===== src/rtl/ctrl_ordenamiento_if.sv =====
// rtl/ctrl_ordenamiento_if.sv - load, start, status and output handshake bundle for ctrl_ordenamiento
interface ctrl_ordenamiento_if #(
    parameter int W = 3
);
    logic         carga_valida;
    logic [W-1:0] carga_dato;
    logic         carga_lista;
    logic         inicio;
    logic         ocupado;
    logic         hecho;
    logic         salida_valida;
    logic [W-1:0] salida_dato;
    logic         salida_lista;
    logic [3:0]   intercambios;

    modport slave (
        input  carga_valida, carga_dato, inicio, salida_lista,
        output carga_lista, ocupado, hecho, salida_valida, salida_dato, intercambios
    );

    modport master (
        output carga_valida, carga_dato, inicio, salida_lista,
        input  carga_lista, ocupado, hecho, salida_valida, salida_dato, intercambios
    );
endinterface


===== src/rtl/ctrl_ordenamiento.sv =====
// rtl/ctrl_ordenamiento.sv - load N words, bubble-sort them one compare per cycle, stream them out ascending
// Define ORDEN_TEMPRANO_EN to end the sort after the first pass that makes no swap.
module ctrl_ordenamiento #(
    parameter int N = 4,
    parameter int W = 3
) (
    input  logic               clk,
    input  logic               rst,
    ctrl_ordenamiento_if.slave bus
);
    typedef enum logic [1:0] {CARGA, ORDENA, SALIDA} estado_t;

    localparam logic [3:0] N_L    = 4'(N);
    localparam logic [2:0] LAST_I = 3'(N - 2);
    localparam logic [2:0] LAST_K = 3'(N - 1);

    estado_t      state_q;
    logic [W-1:0] mem_q [8];
    logic [3:0]   count_q;
    logic [2:0]   i_q, p_q, k_q;
    logic [3:0]   interc_q;
    logic         carga_lista_q, ocupado_q, hecho_q, salida_valida_q;
    logic [W-1:0] salida_dato_q;
`ifdef ORDEN_TEMPRANO_EN
    logic         pass_swap_q;
`endif

    logic [2:0]   i_nx, k_nx;
    logic [W-1:0] a, b;
    logic         do_swap, pass_end, last_cmp;

    always_comb begin
        i_nx     = i_q + 3'd1;
        k_nx     = k_q + 3'd1;
        a        = mem_q[i_q];
        b        = mem_q[i_nx];
        do_swap  = a > b;
        pass_end = (i_q == LAST_I - p_q);
`ifdef ORDEN_TEMPRANO_EN
        last_cmp = pass_end && ((p_q == LAST_I) || !(pass_swap_q || do_swap));
`else
        last_cmp = pass_end && (p_q == LAST_I);
`endif
    end

    always_ff @(posedge clk) begin
        if (rst) begin
            state_q         <= CARGA;
            count_q         <= 4'd0;
            i_q             <= 3'd0;
            p_q             <= 3'd0;
            k_q             <= 3'd0;
            interc_q        <= 4'd0;
            carga_lista_q   <= 1'b1;
            ocupado_q       <= 1'b0;
            hecho_q         <= 1'b0;
            salida_valida_q <= 1'b0;
            salida_dato_q   <= '0;
`ifdef ORDEN_TEMPRANO_EN
            pass_swap_q     <= 1'b0;
`endif
        end else begin
            hecho_q <= 1'b0;
            case (state_q)
                CARGA: begin
                    // A load beats a simultaneous start, so the start only sees count==N.
                    if (bus.carga_valida && carga_lista_q) begin
                        mem_q[count_q[2:0]] <= bus.carga_dato;
                        count_q             <= count_q + 4'd1;
                        carga_lista_q       <= (count_q + 4'd1) < N_L;
                    end else if (bus.inicio && count_q == N_L) begin
                        state_q   <= ORDENA;
                        i_q       <= 3'd0;
                        p_q       <= 3'd0;
                        interc_q  <= 4'd0;
                        ocupado_q <= 1'b1;
`ifdef ORDEN_TEMPRANO_EN
                        pass_swap_q <= 1'b0;
`endif
                    end
                end
                ORDENA: begin
                    if (do_swap) begin
                        mem_q[i_q]  <= b;
                        mem_q[i_nx] <= a;
                        if (interc_q != 4'hF) interc_q <= interc_q + 4'd1;
                    end
                    if (last_cmp) begin
                        state_q         <= SALIDA;
                        ocupado_q       <= 1'b0;
                        hecho_q         <= 1'b1;
                        salida_valida_q <= 1'b1;
                        k_q             <= 3'd0;
                        // Word 0 may be changing at this very edge.
                        salida_dato_q   <= (i_q == 3'd0 && do_swap) ? b : mem_q[0];
                    end else if (pass_end) begin
                        i_q <= 3'd0;
                        p_q <= p_q + 3'd1;
`ifdef ORDEN_TEMPRANO_EN
                        pass_swap_q <= 1'b0;
`endif
                    end else begin
                        i_q <= i_nx;
`ifdef ORDEN_TEMPRANO_EN
                        pass_swap_q <= pass_swap_q || do_swap;
`endif
                    end
                end
                SALIDA: begin
                    if (bus.salida_lista) begin
                        if (k_q == LAST_K) begin
                            state_q         <= CARGA;
                            count_q         <= 4'd0;
                            carga_lista_q   <= 1'b1;
                            salida_valida_q <= 1'b0;
                            salida_dato_q   <= '0;
                            k_q             <= 3'd0;
                        end else begin
                            k_q           <= k_nx;
                            salida_dato_q <= mem_q[k_nx];
                        end
                    end
                end
                default: state_q <= CARGA;
            endcase
        end
    end

    assign bus.carga_lista   = carga_lista_q;
    assign bus.ocupado       = ocupado_q;
    assign bus.hecho         = hecho_q;
    assign bus.salida_valida = salida_valida_q;
    assign bus.salida_dato   = salida_dato_q;
    assign bus.intercambios  = interc_q;
endmodule

===== src/flat_wrapper.sv =====
// flat-port wrapper written by rule: the top's interface ports become plain ports
module ctrl_ordenamiento_flat 
#(
    parameter int N = 4,
    parameter int W = 3
)
  (clk, rst, bus_carga_valida, bus_carga_dato, bus_inicio, bus_salida_lista, bus_carga_lista, bus_ocupado, bus_hecho, bus_salida_valida, bus_salida_dato, bus_intercambios);
  ctrl_ordenamiento_if #(.W(W)) bus_i ();
  input  logic clk;
  input  logic rst;
  input wire logic [$bits(bus_i.carga_valida)-1:0] bus_carga_valida;
  input wire logic [$bits(bus_i.carga_dato)-1:0] bus_carga_dato;
  input wire logic [$bits(bus_i.inicio)-1:0] bus_inicio;
  input wire logic [$bits(bus_i.salida_lista)-1:0] bus_salida_lista;
  output wire logic [$bits(bus_i.carga_lista)-1:0] bus_carga_lista;
  output wire logic [$bits(bus_i.ocupado)-1:0] bus_ocupado;
  output wire logic [$bits(bus_i.hecho)-1:0] bus_hecho;
  output wire logic [$bits(bus_i.salida_valida)-1:0] bus_salida_valida;
  output wire logic [$bits(bus_i.salida_dato)-1:0] bus_salida_dato;
  output wire logic [$bits(bus_i.intercambios)-1:0] bus_intercambios;
  assign bus_i.carga_valida = bus_carga_valida;
  assign bus_i.carga_dato = bus_carga_dato;
  assign bus_i.inicio = bus_inicio;
  assign bus_i.salida_lista = bus_salida_lista;
  assign bus_carga_lista = bus_i.carga_lista;
  assign bus_ocupado = bus_i.ocupado;
  assign bus_hecho = bus_i.hecho;
  assign bus_salida_valida = bus_i.salida_valida;
  assign bus_salida_dato = bus_i.salida_dato;
  assign bus_intercambios = bus_i.intercambios;
  ctrl_ordenamiento #(.N(N), .W(W)) u_core (.clk(clk), .rst(rst), .bus(bus_i));
endmodule

===== config.mk =====
export PLATFORM = sky130hd
export DESIGN_NAME = ctrl_ordenamiento_flat
export DESIGN_NICKNAME = d
export VERILOG_FILES = /design/src/rtl/ctrl_ordenamiento_if.sv /design/src/rtl/ctrl_ordenamiento.sv /design/src/flat_wrapper.sv
export SDC_FILE = /design/constraint.sdc
export NUM_CORES = 1
export LEC_CHECK = 0
export BUFFER_PORTS_ARGS = -buffer_cell sky130_fd_sc_hd__buf_2
export CAP_MARGIN = 30
export CORE_ASPECT_RATIO = 1.1
export CORE_MARGIN = 2
export CORE_UTILIZATION = 40
export DETAILED_ROUTE_END_ITERATION = 7
export SYNTH_ARGS = -nofsm -noshare
export SYNTH_HDL_FRONTEND = slang
export SYNTH_SLANG_ARGS = --single-unit

===== constraint.sdc =====
create_clock -name clk -period 5.9 [get_ports clk]
set_input_delay 1.18 -clock clk [delete_from_list [all_inputs] [get_ports clk]]
set_output_delay 1.18 -clock clk [all_outputs]
set_load 0.01 [all_outputs]

==> Yosys cells after proc, flatten, opt, wreduce, memory -nomap -nowiden <==
Memories as Yosys holds them, arrays and structs flattened. A register that Yosys moved wholly into a read port is not among the register bits.
Cells that the tools add are included.
{ "classes": {"n_mul": 0, "order_cmp": 2, "n_shift": 0, "bitwise": 1, "addsub": 6, "reduce_logical": 19, "n_div": 0, "n_eq_ne": 17, "mux": 58} }
{ "ops": {"columns": ["cell", "n"], "rows": [
  ["3-bit 2-to-1 mux", 17],
  ["4-bit 2-to-1 mux", 7],
  ["3-bit case mux with 2 select lines", 4],
  ["1-bit 2-to-1 mux", 19],
  ["4-bit case mux with 2 select lines", 2],
  ["4-bit AND reduction", 4],
  ["5-bit AND reduction", 3],
  ["2-bit by 1-bit != test with 1-bit output, second input constant", 7],
  ["2-bit 2-to-1 mux", 5],
  ["3-bit by 1-bit adder with 3-bit output, second input constant", 3],
  ["4-bit by 1-bit adder with 4-bit output, second input constant", 2],
  ["3-bit by 2-bit == test with 1-bit output, second input constant", 2],
  ["2-bit != test, second input constant", 3],
  ["1-bit case mux with 2 select lines", 3],
  ["2-bit case mux with 3 select lines", 1],
  ["2-bit nonzero test", 3],
  ["4-bit by 3-bit == test with 1-bit output, second input constant", 1],
  ["1-bit logical AND", 4],
  ["4-bit by 3-bit < comparator with 1-bit output, second input constant", 1],
  ["4-bit != test, second input constant", 1],
  ["3-bit == test", 1],
  ["3-bit > comparator", 1],
  ["3-bit zero test", 1],
  ["3-bit AND reduction", 1],
  ["other kinds (7)", 7]
]} }
{ "totals": {"n_memories": 1, "reg_bits": 26, "romBits": 0, "mem_bits_rw": 24, "out_inout_bits": 11, "latchBits": 0} }
{ "mem_list": {"columns": ["memory", "words", "word_bits", "read_ports", "rd_ports_with_merged_regs", "wr", "line_no", "source"], "rows": [
  ["u_core.mem_q", 8, 3, 4, 1, 2, "ctrl_ordenamiento.sv:18", "logic [W-1:0] mem_q [8];"]
]} }

==> Depth between registers and ports, before layout <==
Gate-level depths: netlist of run 1.
An unclocked memory read counts as a cell.
{ "logic_depth": {"word_depth": 9, "ltp_mapped": 13, "mapped_depth_nobuf": 10} }

==> Worst setup path after synthesis of run 1 <==
No wires, ideal clock.
{ "synth_timing": {"path_kind": "register -> register", "start": "register u_core.i_q[0]", "end": "memory u_core.mem_q[5][0] (enable)", "arrival_ns": 3.486, "path_stages_with_launch": 14, "path_slack_ns": 2.088, "setup_time_ns": 0.326, "period_less_slack_ns": 3.812, "required_time_ns": 5.574, "path_cell_list": "dfxtp_1 inv_1 ha_1 buf_6 buf_2 mux2i_1 mux4_2 ha_1 and3b_1 o21a_1 buf_2 nand2_1 nor4_1 o21bai_1"} }
{ "synth_lines": {"columns": ["element", "line_no", "source"], "rows": [
  ["from (decl)", "ctrl_ordenamiento.sv:20", "logic [2:0] i_q, p_q, k_q;"],
  ["from (signal assigned)", "ctrl_ordenamiento.sv:103", "i_q <= i_nx;"],
  ["to (decl)", "ctrl_ordenamiento.sv:18", null]
]} }

==> results of run 1 <==
worst max-delay path: cells and delay by family, from the launching register on:
kind	cells	cell delay, ns
compound gates	2	0.69
simple gates	3	1.13
fa+ha+maj	2	0.93
flops	1	0.65
buf+inv	1	0.27
mux	2	0.97
flip-flops by register name, indices dropped and copies added (netlist names), named ones only:
| register | cells |
|---|---|
| u_core.mem_q | 24 |
| u_core.bus.intercambios | 4 |
| u_core.count_q | 4 |
| u_core.bus.salida_dato | 3 |
| u_core.i_q | 3 |
| u_core.k_q | 3 |
| u_core.p_q | 3 |
| u_core.state_q | 2 |
| u_core.bus.carga_lista | 1 |
| u_core.bus.hecho | 1 |
| u_core.bus.ocupado | 1 |
| u_core.bus.salida_valida | 1 |
layout by cell type, fill, tap and decap left out, types with 6 or more instances in the layout:
master | netlist | routed
o21ai_0 | 14 | 14
mux2i_1 | 42 | 42
nand3_1 | 10 | 10
nor3_1 | 15 | 15
edfxtp_1 | 24 | 24
dfxtp_1 | 29 | 29
a21oi_1 | 14 | 14
nand2_1 | 17 | 17
ha_1 | 13 | 13
nand4_1 | 7 | 7
nor2_1 | 20 | 20
a31oi_1 | 6 | 6
mux4_2 | 14 | 14
inv_1 | 17 | 17
buf_2 | 3 | 18
worst paths after layout:
check	startpoint	end	slack, ns	depth (start not counted)
min	u_core.bus.ocupado	u_core.bus.ocupado	0.50	2
max reg2reg	u_core.i_q[0]	u_core.mem_q[5][2]	0.92	10
max	u_core.i_q[0]	u_core.mem_q[5][2]	0.92	10
min reg2reg	u_core.bus.ocupado	u_core.bus.ocupado	0.50	2
through the flow:
step	cells	util	setup WS [ns]	area [µm²]
detailed placement	449	0.4338	0.9961	3647
global placement	448	0.4329	1.183	3640
global route	457	0.4497	0.5580	3781
floorplan	335	-	2.088	3490
CTS	457	0.4497	0.9865	3781
finish	457	0.4497	0.9238	3781
area by class of cell:
type / count / area, µm² / area share
Clock buffer: 5 / 68.82 / 0.01820
Inverter: 17 / 63.81 / 0.01688
Timing Repair Buffer: 21 / 112.6 / 0.02978
Multi-Input combinational cell: 247 / 2031 / 0.5371
Sequential cell: 53 / 1301 / 0.3441
Tap cell: 111 / 138.9 / 0.03673
Clock inverter: 3 / 65.06 / 0.01721
layer usage:
metal | vias to the layer above | part of all wire | global-route usage | wire (µm)
met1 | 1303 | 0.44 | 0.2606 | 3809
met4 | 0 | 0.018 | 0.05317 | 153
met2 | 105 | 0.48 | 0.3105 | 4111
li1 | 1298 | - | - | -
met5 | - | 0 | 0 | 0
met3 | 13 | 0.066 | 0.02876 | 569
report_power, final:
group / switching, mW / leakage (nW) / internal, mW
Clock: 0.125 / 0.0643 / 0.168
Sequential: 0.00554 / 0.451 / 0.388
Combinational: 0.0346 / 0.806 / 0.0194
Total: 0.166 / 1.32 / 0.575
cells by family after synthesis:
group	share of synthesized area
simple gates	0.1456
compound gates	0.1233
mux	0.2388
flops	0.3729
buf+inv	0.04517
fa+ha+maj	0.04661
xor+xnor	0.02761
==> results_dict.tcl, run 1 <==
set metrics [dict create \
    status "complete, no violations" \
    tightest_slew_ns 0.9813 \
    boundaryPins 19 \
    diodes 0 \
    vias 2719 \
    grt.overflow.total 0 \
    die_width_um 93.06 \
    clock_path_buffers 2 \
    fin_tns_setup_ns 0 \
    fillCellCount 813 \
    holdWs_ns 0.5007 \
    cp_slowest_cell "ha_1" \
    synth_cell_types 56 \
    async_flop_share 0 \
    slew_headroom 0.3271 \
    powerDensity_nw_per_um2 195.9 \
    total_leakage_power_nw 1.321 \
    synth_area_leaders "edfxtp_1, dfxtp_1, mux2i_1" \
    setup_violations 0 \
    worstPathArrival_ns 4.97 \
    drc_errors 0 \
    max-vdd-ir-drop_mv 0.1271 \
    grt_pass1_vias 2586 \
    root_buffer "clkbuf_8" \
    viasPerCell 5.950 \
    power.total_mw 0.7408 \
    synth_nets 356 \
    grt.total_usage 0.1886 \
    cp.required_ns 5.90 \
    wl_per_cell_um 18.91 \
    antenna_found_initial 0 \
    rows 35 \
    rsz0062_at_grt "false" \
    critPathKind "flop to flop" \
    startpoint_type "flop" \
    grt_max_degree 31 \
    drt-pass1-iter-count 4 \
    chipHeight_um 102.0 \
    skew_ns 0.003359 \
    gp_congestion 0.9217 \
    yosys.area.top_type "edfxtp_1" \
    synthTopCellsByCount "mux2i_1, dfxtp_1, edfxtp_1, nor2_1" \
    design.core.area_um2 8408 \
    synthMostInstantiatedCell "mux2i_1" \
    wirelength_um 8644 \
    hold_buffers 0 \
    critPathMostFrequentCell "ha_1" \
    crit_path_end_kind "flop" \
    avgSynthCellArea_um2 10.42 \
    crit_fanout 15 \
    start_util 0.4150 \
    clk_latency_ns 0.31 \
    drive_gt1_frac 0.1503 \
    cp_cell_sequence "inv_1 -> ha_1 -> mux4_1 -> mux2_2 -> ha_1 -> and3b_1 -> o21a_1 -> nand2_1 -> nor4_1 -> o21bai_1" \
    min_period_over_period 0.8434 \
    num-nets-final 366 \
    cts-resized-gates 0 \
    initialDrtViolationCount 198 \
    ant_nets 0 \
    synth_area_um2 3490 \
    cts_num_sinks 53 \
    max_freq_mhz 201.0 \
    hold_viol_final 0 \
    hp-class "flop to flop" \
    fp.dieArea_um2 9488 \
    ys.flop_type "dfxtp_1" \
    yosysTopAreaCellShare 0.2065 \
    syn-instance-count 335 \
    drv_cap 0 \
    ys_ff_latch 53 \
    slew_violations 0 \
    htreeDepth 2 \
    synth-edff-count 24 \
    place.port_buffers 18 \
    max_stage_delay_ns 0.76 \
    yosys_warnings 0 \
    seq_area_frac_synth 0.3729 \
    place_hpwl_um 6573 \
    postCtsSetupRepairBufs 0 \
    cts_tree "built" \
    fin_crit_ns 4.976 \
    grt_pass1_wl_um 13880 \
    path_clk_slew_ns 0.10 \
    syn_to_final_growth_pct 8.354 \
    cts-buffers-inserted 5 \
]
Power figures use the tool's default switching activity.
==> inputs of run 2 (changes only) <==
clock period = 4.1 ns   (was 5.9 ns; I/O delays follow)
==> run 2 against run 1 <==
Compared with the run above:
- worst setup slack worse by 0.68 ns
- first-iteration DRC count up 8.6%
- count of clock-buffer cells in the layout unchanged
- fmax up 29%
- flip-flop and latch count unchanged
- combinational power up 57%
- global-route usage up 1.1 points
- design area up 3.3%
- non-clock buffer count up 13
- core utilization up 1.5 points
- register-to-register slack worse by 0.68 ns
- critical path depth up 2
- largest power group unchanged
==> results_dict.tcl, run 2 (synthesized netlist as in run 1, its figures left out) <==
set metrics [dict create \
    grt.total_usage 0.1998 \
    final_cell_mix "mux2i_1, dfxtp_1, edfxtp_1, nor2_1, buf_2" \
    boundaryPins 19 \
    path_clk_slew_ns 0.10 \
    grt_pass1_wl_um 14680 \
    postCtsSetupRepairBufs 0 \
    cts_tree "built" \
    fillCellCount 798 \
    viasPerCell 5.979 \
    crit_fanout 9 \
    hold_viol_final 0 \
    rsz0062_at_grt "false" \
    clk_latency_ns 0.31 \
    r2r_cells 12 \
    wl_per_cell_um 19.20 \
    drc_errors 0 \
    chipHeight_um 102.0 \
    fin_util 0.4644 \
    layout_commonest_cell "mux2i_1" \
    clock_path_buffers 2 \
    critPathKind "flop to flop" \
    largest_reg_flops 24 \
    startpoint_type "flop" \
    fin_cells 470 \
    place_inst 462 \
    max_freq_mhz 259.1 \
    initialDrtViolationCount 215 \
    drt-pass1-iter-count 5 \
    place.port_buffers 18 \
    drv_cap 0 \
    grt_max_degree 31 \
    fp.dieArea_um2 9488 \
    rr_startpoint "u_core.i_q[1]" \
    hold_start "u_core.bus.ocupado" \
    ant_nets 0 \
    hp-class "flop to flop" \
    grt.overflow.total 0 \
    fin_ws_ns 0.2398 \
    wirelength_um 9023 \
    powerDensity_nw_per_um2 275.7 \
    syn_to_final_growth_pct 11.90 \
    antenna_found_initial 0 \
    tightest_slew_ns 0.7872 \
    max-vdd-ir-drop_mv 0.1474 \
    reg2reg_to "u_core.mem_q[7][2]" \
    total_leakage_power_nw 1.397 \
    fin_tns_setup_ns 0 \
    place_hpwl_um 6901 \
    regArea_um2 1301 \
    worstPathArrival_ns 3.86 \
    start_util 0.4150 \
    r2r_slack_ns 0.24 \
    cts_num_sinks 53 \
    diodes 0 \
    skew_ns 0.005033 \
    root_buffer "clkbuf_8" \
    vias 2810 \
    design.core.area_um2 8408 \
    num-nets-final 379 \
    setup_violations 0 \
    drive_gt1_frac 0.1950 \
    multi_input_area_um2 2057 \
    crit_path_end_kind "flop" \
    fin_crit_ns 3.860 \
    status "complete, no violations" \
    hold_buffers 0 \
    hold_path_depth 2 \
    cp.required_ns 4.10 \
    top_register "u_core.mem_q" \
    slew_violations 0 \
    die_width_um 93.06 \
    gp_congestion 0.9076 \
    preCtsSetupSlack_ns 0.1015 \
    cts-buffers-inserted 5 \
    htreeDepth 2 \
    slew_headroom 0.4717 \
    rows 35 \
    whs_endpoint "u_core.bus.ocupado" \
    grt_pass1_vias 2705 \
    min_period_over_period 0.9415 \
    holdWs_ns 0.4991 \
]
-- run 2: through the flow --
step	area [µm²]	total power, mW
detailed placement	3745	0.6600
floorplan	3490	0.6276
finish	3905	1.077
global route	3905	1.111
global placement	3745	0.6579
CTS	3879	1.080
-- run 2: critical path, cell delays in order (launching register included) --
cell      delay (ns)
dfxtp_1         0.44
inv_1           0.11
ha_1            0.46
buf_4           0.25
mux2i_1         0.11
mux4_2          0.52
ha_1            0.32
and3b_1         0.24
o21a_2          0.26
nand2_1         0.14
nor4_2          0.28
buf_4           0.21
o21bai_1        0.19
-- run 2: worst max path at each step --
| stage | startpoint | to | slack (ns) |
|---|---|---|---|
| floorplan | u_core.i_q[0] | u_core.mem_q[5][0] | 0.29 |
| finish | u_core.i_q[1] | u_core.mem_q[7][2] | 0.24 |
| CTS | u_core.i_q[1] | u_core.mem_q[7][1] | 0.07 |
| global route | u_core.i_q[1] | u_core.mem_q[0][0] | 0.02 |
| detailed placement | u_core.i_q[1] | u_core.mem_q[7][0] | 0.10 |
| global placement | u_core.i_q[0] | u_core.mem_q[7][1] | 0.21 |
-- run 2: cell type report --
cell class / instances / area share
sequential: 53 / 0.3332
clock inverter: 3 / 0.01666
inverter: 17 / 0.01634
clock buffer: 5 / 0.01762
timing repair buffer: 34 / 0.05383
tap: 111 / 0.03557
multi-input combinational: 247 / 0.5268
-- run 2: what timing repair did --
| item | CTS | global route |
|---|---|---|
| setup endpoints to repair | 0 | 26 |
| endpoints found under the hold margin | 0 | 0 |
| resized for setup | 0 | 10 |
-- run 2: per-layer routing --
layer	wire (µm)	GRT usage	vias to the layer above
met2	4319	0.3122	94
met4	188	0.05995	0
met5	0	0	-
met1	4028	0.2857	1375
met3	485	0.03540	16
li1	-	-	1325
-- run 2: power breakdown --
| group | internal, mW | switching, mW |
|---|---|---|
| Clock | 0.242 | 0.183 |
| Sequential | 0.558 | 0.00810 |
| Combinational | 0.0334 | 0.0516 |
| Total | 0.833 | 0.243 |
==> inputs of run 3 (changes only) <==
PLACE_DENSITY_LB_ADDON = 0.05   (was default)
==> run 3 against run 2 <==
Compared with the run above:
- non-clock buffer count increased by 2
- flip-flop and latch count unchanged
- worst setup slack got worse by 0.011 ns
- design area decreased by 1.4%
- first-iteration DRC count decreased by 33%
- die area unchanged
- worst hold slack improved by 0.0049 ns
- sequential share of layout area increased by 0.48 points
- critical endpoint is now u_core.mem_q[1][2]
- largest power group unchanged
==> results_dict.tcl, run 3 (synthesized netlist as in run 1, its figures left out) <==
set metrics [dict create \
    boundaryPins 19 \
    skew_ns 0.009326 \
    grt_pass1_wl_um 14880 \
    clock_path_buffers 2 \
    power.total_mw 0.9591 \
    fin_tns_setup_ns 0 \
    layout_commonest_cell "mux2i_1" \
    ant_nets 0 \
    hold_buffers 0 \
    min_period_over_period 0.9442 \
    rsz0062_at_grt "false" \
    r2r_slack_ns 0.23 \
    setup_violations 0 \
    num-nets-final 381 \
    hold_viol_final 0 \
    startpoint_type "flop" \
    cp_cell_sequence "inv_1 -> ha_1 -> buf_4 -> mux2i_1 -> mux4_2 -> ha_1 -> and3b_1 -> o21a_1 -> buf_4 -> a211oi_1 -> a31oi_1 -> o21bai_1" \
    drive_gt1_frac 0.1856 \
    grt_pass1_vias 2740 \
    place.port_buffers 18 \
    place_inst 464 \
    crit_end "u_core.mem_q[1][2]" \
    clkPwrFrac 0.322 \
    fin_cells 472 \
    cp.required_ns 4.09 \
    crit_start "u_core.i_q[1]" \
    fin_crit_ns 3.871 \
    cp_slowest_cell "mux4_2" \
    grt.overflow.total 0 \
    seqPwrFrac 0.590 \
    total_leakage_power_nw 1.378 \
    chipHeight_um 102.0 \
    hp-class "flop to flop" \
    grt_max_degree 31 \
    place_hpwl_um 7322 \
    max_freq_mhz 258.3 \
    p_switching_mw 0.2465 \
    path_buf_inv 3 \
    largest_reg_flops 24 \
    syn_to_final_growth_pct 10.33 \
    vias 2788 \
    drv_cap 0 \
    wirelength_um 9401 \
    root_buffer "clkbuf_8" \
    path_clk_slew_ns 0.11 \
    p_int_mw 0.7126 \
    crit_fanout 7 \
    worstPathArrival_ns 3.86 \
    design.core.area_um2 8408 \
    antenna_found_initial 0 \
    die_width_um 93.06 \
    max_stage_delay_ns 0.49 \
    cp_top_family "compound AO/OA/AOI/OAI gates" \
    clk_latency_ns 0.32 \
    max-vdd-ir-drop_mv 0.1530 \
    htreeDepth 2 \
    rows 35 \
    powerDensity_nw_per_um2 249.1 \
    fp.dieArea_um2 9488 \
    cp.depth 12 \
    cts-buffers-inserted 5 \
    drt-pass1-iter-count 4 \
    tightest_slew_ns 0.7668 \
    p_sw_frac 0.2570 \
    critPathKind "flop to flop" \
    final_cell_mix "mux2i_1, dfxtp_1, edfxtp_1, nor2_1" \
    start_util 0.4150 \
    crit_path_end_kind "flop" \
    wl_per_cell_um 19.92 \
    cts_tree "built" \
    status "complete, no violations" \
    rr_startpoint "u_core.i_q[1]" \
    drc_errors 0 \
    grt.total_usage 0.2063 \
    slew_violations 0 \
    diodes 0 \
    initialDrtViolationCount 145 \
    viasPerCell 5.907 \
    r2r_cells 12 \
    cts_num_sinks 53 \
    comb_power_share 0.088 \
    reg2reg_to "u_core.mem_q[1][2]" \
    gp_congestion 0.8938 \
    slew_headroom 0.4854 \
    top_register "u_core.mem_q" \
]
run 3: through the flow:
stage / worst slack [ns] / hold slack [ns] / utilization / instance area [µm²]
2_1_floorplan: 0.2879 / 0.4647 / - / 3490
3_3_place_gp: 0.3202 / 0.4737 / 0.4472 / 3760
3_5_place_dp: 0.1509 / 0.4896 / 0.4472 / 3760
4_1_cts: 0.1366 / 0.5081 / 0.4579 / 3850
5_1_grt: 0.04388 / 0.5390 / 0.4579 / 3850
6_report: 0.2287 / 0.5040 / 0.4579 / 3850
run 3: layout make-up:
cell class / instances / area [µm²]
clock inverter: 3 / 21.27
multi-input combinational: 247 / 2031
tap: 111 / 138.9
timing repair buffer: 36 / 225.2
clock buffer: 5 / 68.82
fill: 848 / 4558
inverter: 17 / 63.81
sequential: 53 / 1301
run 3: worst min-delay path by stage:
stage | startpoint | end | slack, ns | cells past startpoint
5_1_grt | u_core.bus.salida_dato[1] | u_core.bus.salida_dato[1] | 0.54 | 2
3_3_place_gp | u_core.bus.ocupado | u_core.bus.ocupado | 0.47 | 2
2_1_floorplan | u_core.k_q[1] | u_core.k_q[1] | 0.46 | 2
4_1_cts | u_core.bus.ocupado | u_core.bus.ocupado | 0.51 | 2
3_5_place_dp | u_core.bus.ocupado | u_core.bus.ocupado | 0.49 | 2
6_report | u_core.bus.ocupado | u_core.bus.ocupado | 0.50 | 2
run 3: timing repair:
item	CTS	global route
resized for setup	0	2
endpoints found under the hold margin	0	0
setup endpoints to repair	0	6
setup buffers	0	0
run 3: power groups by stage:
stage          clock [mW]  combinational, mW  sequential (mW)
4_1_cts             0.317             0.0840            0.566
6_report            0.309             0.0842            0.566
3_5_place_dp            0             0.0833            0.578
3_3_place_gp            0             0.0830            0.578
2_1_floorplan           0             0.0526            0.575
5_1_grt             0.334             0.0929            0.567
run 3: metal layers:
metal | GRT usage | share of wire
met1 | 0.2500 | 0.43
met2 | 0.3690 | 0.49
met3 | 0.02950 | 0.039
met4 | 0.08710 | 0.038
met5 | 0 | 0
run 3: tightest hold or removal path, cell delays in order, from the launching register on:
cell     delay [ns]
dfxtp_1        0.33
o21ai_0        0.07
a21oi_1        0.06
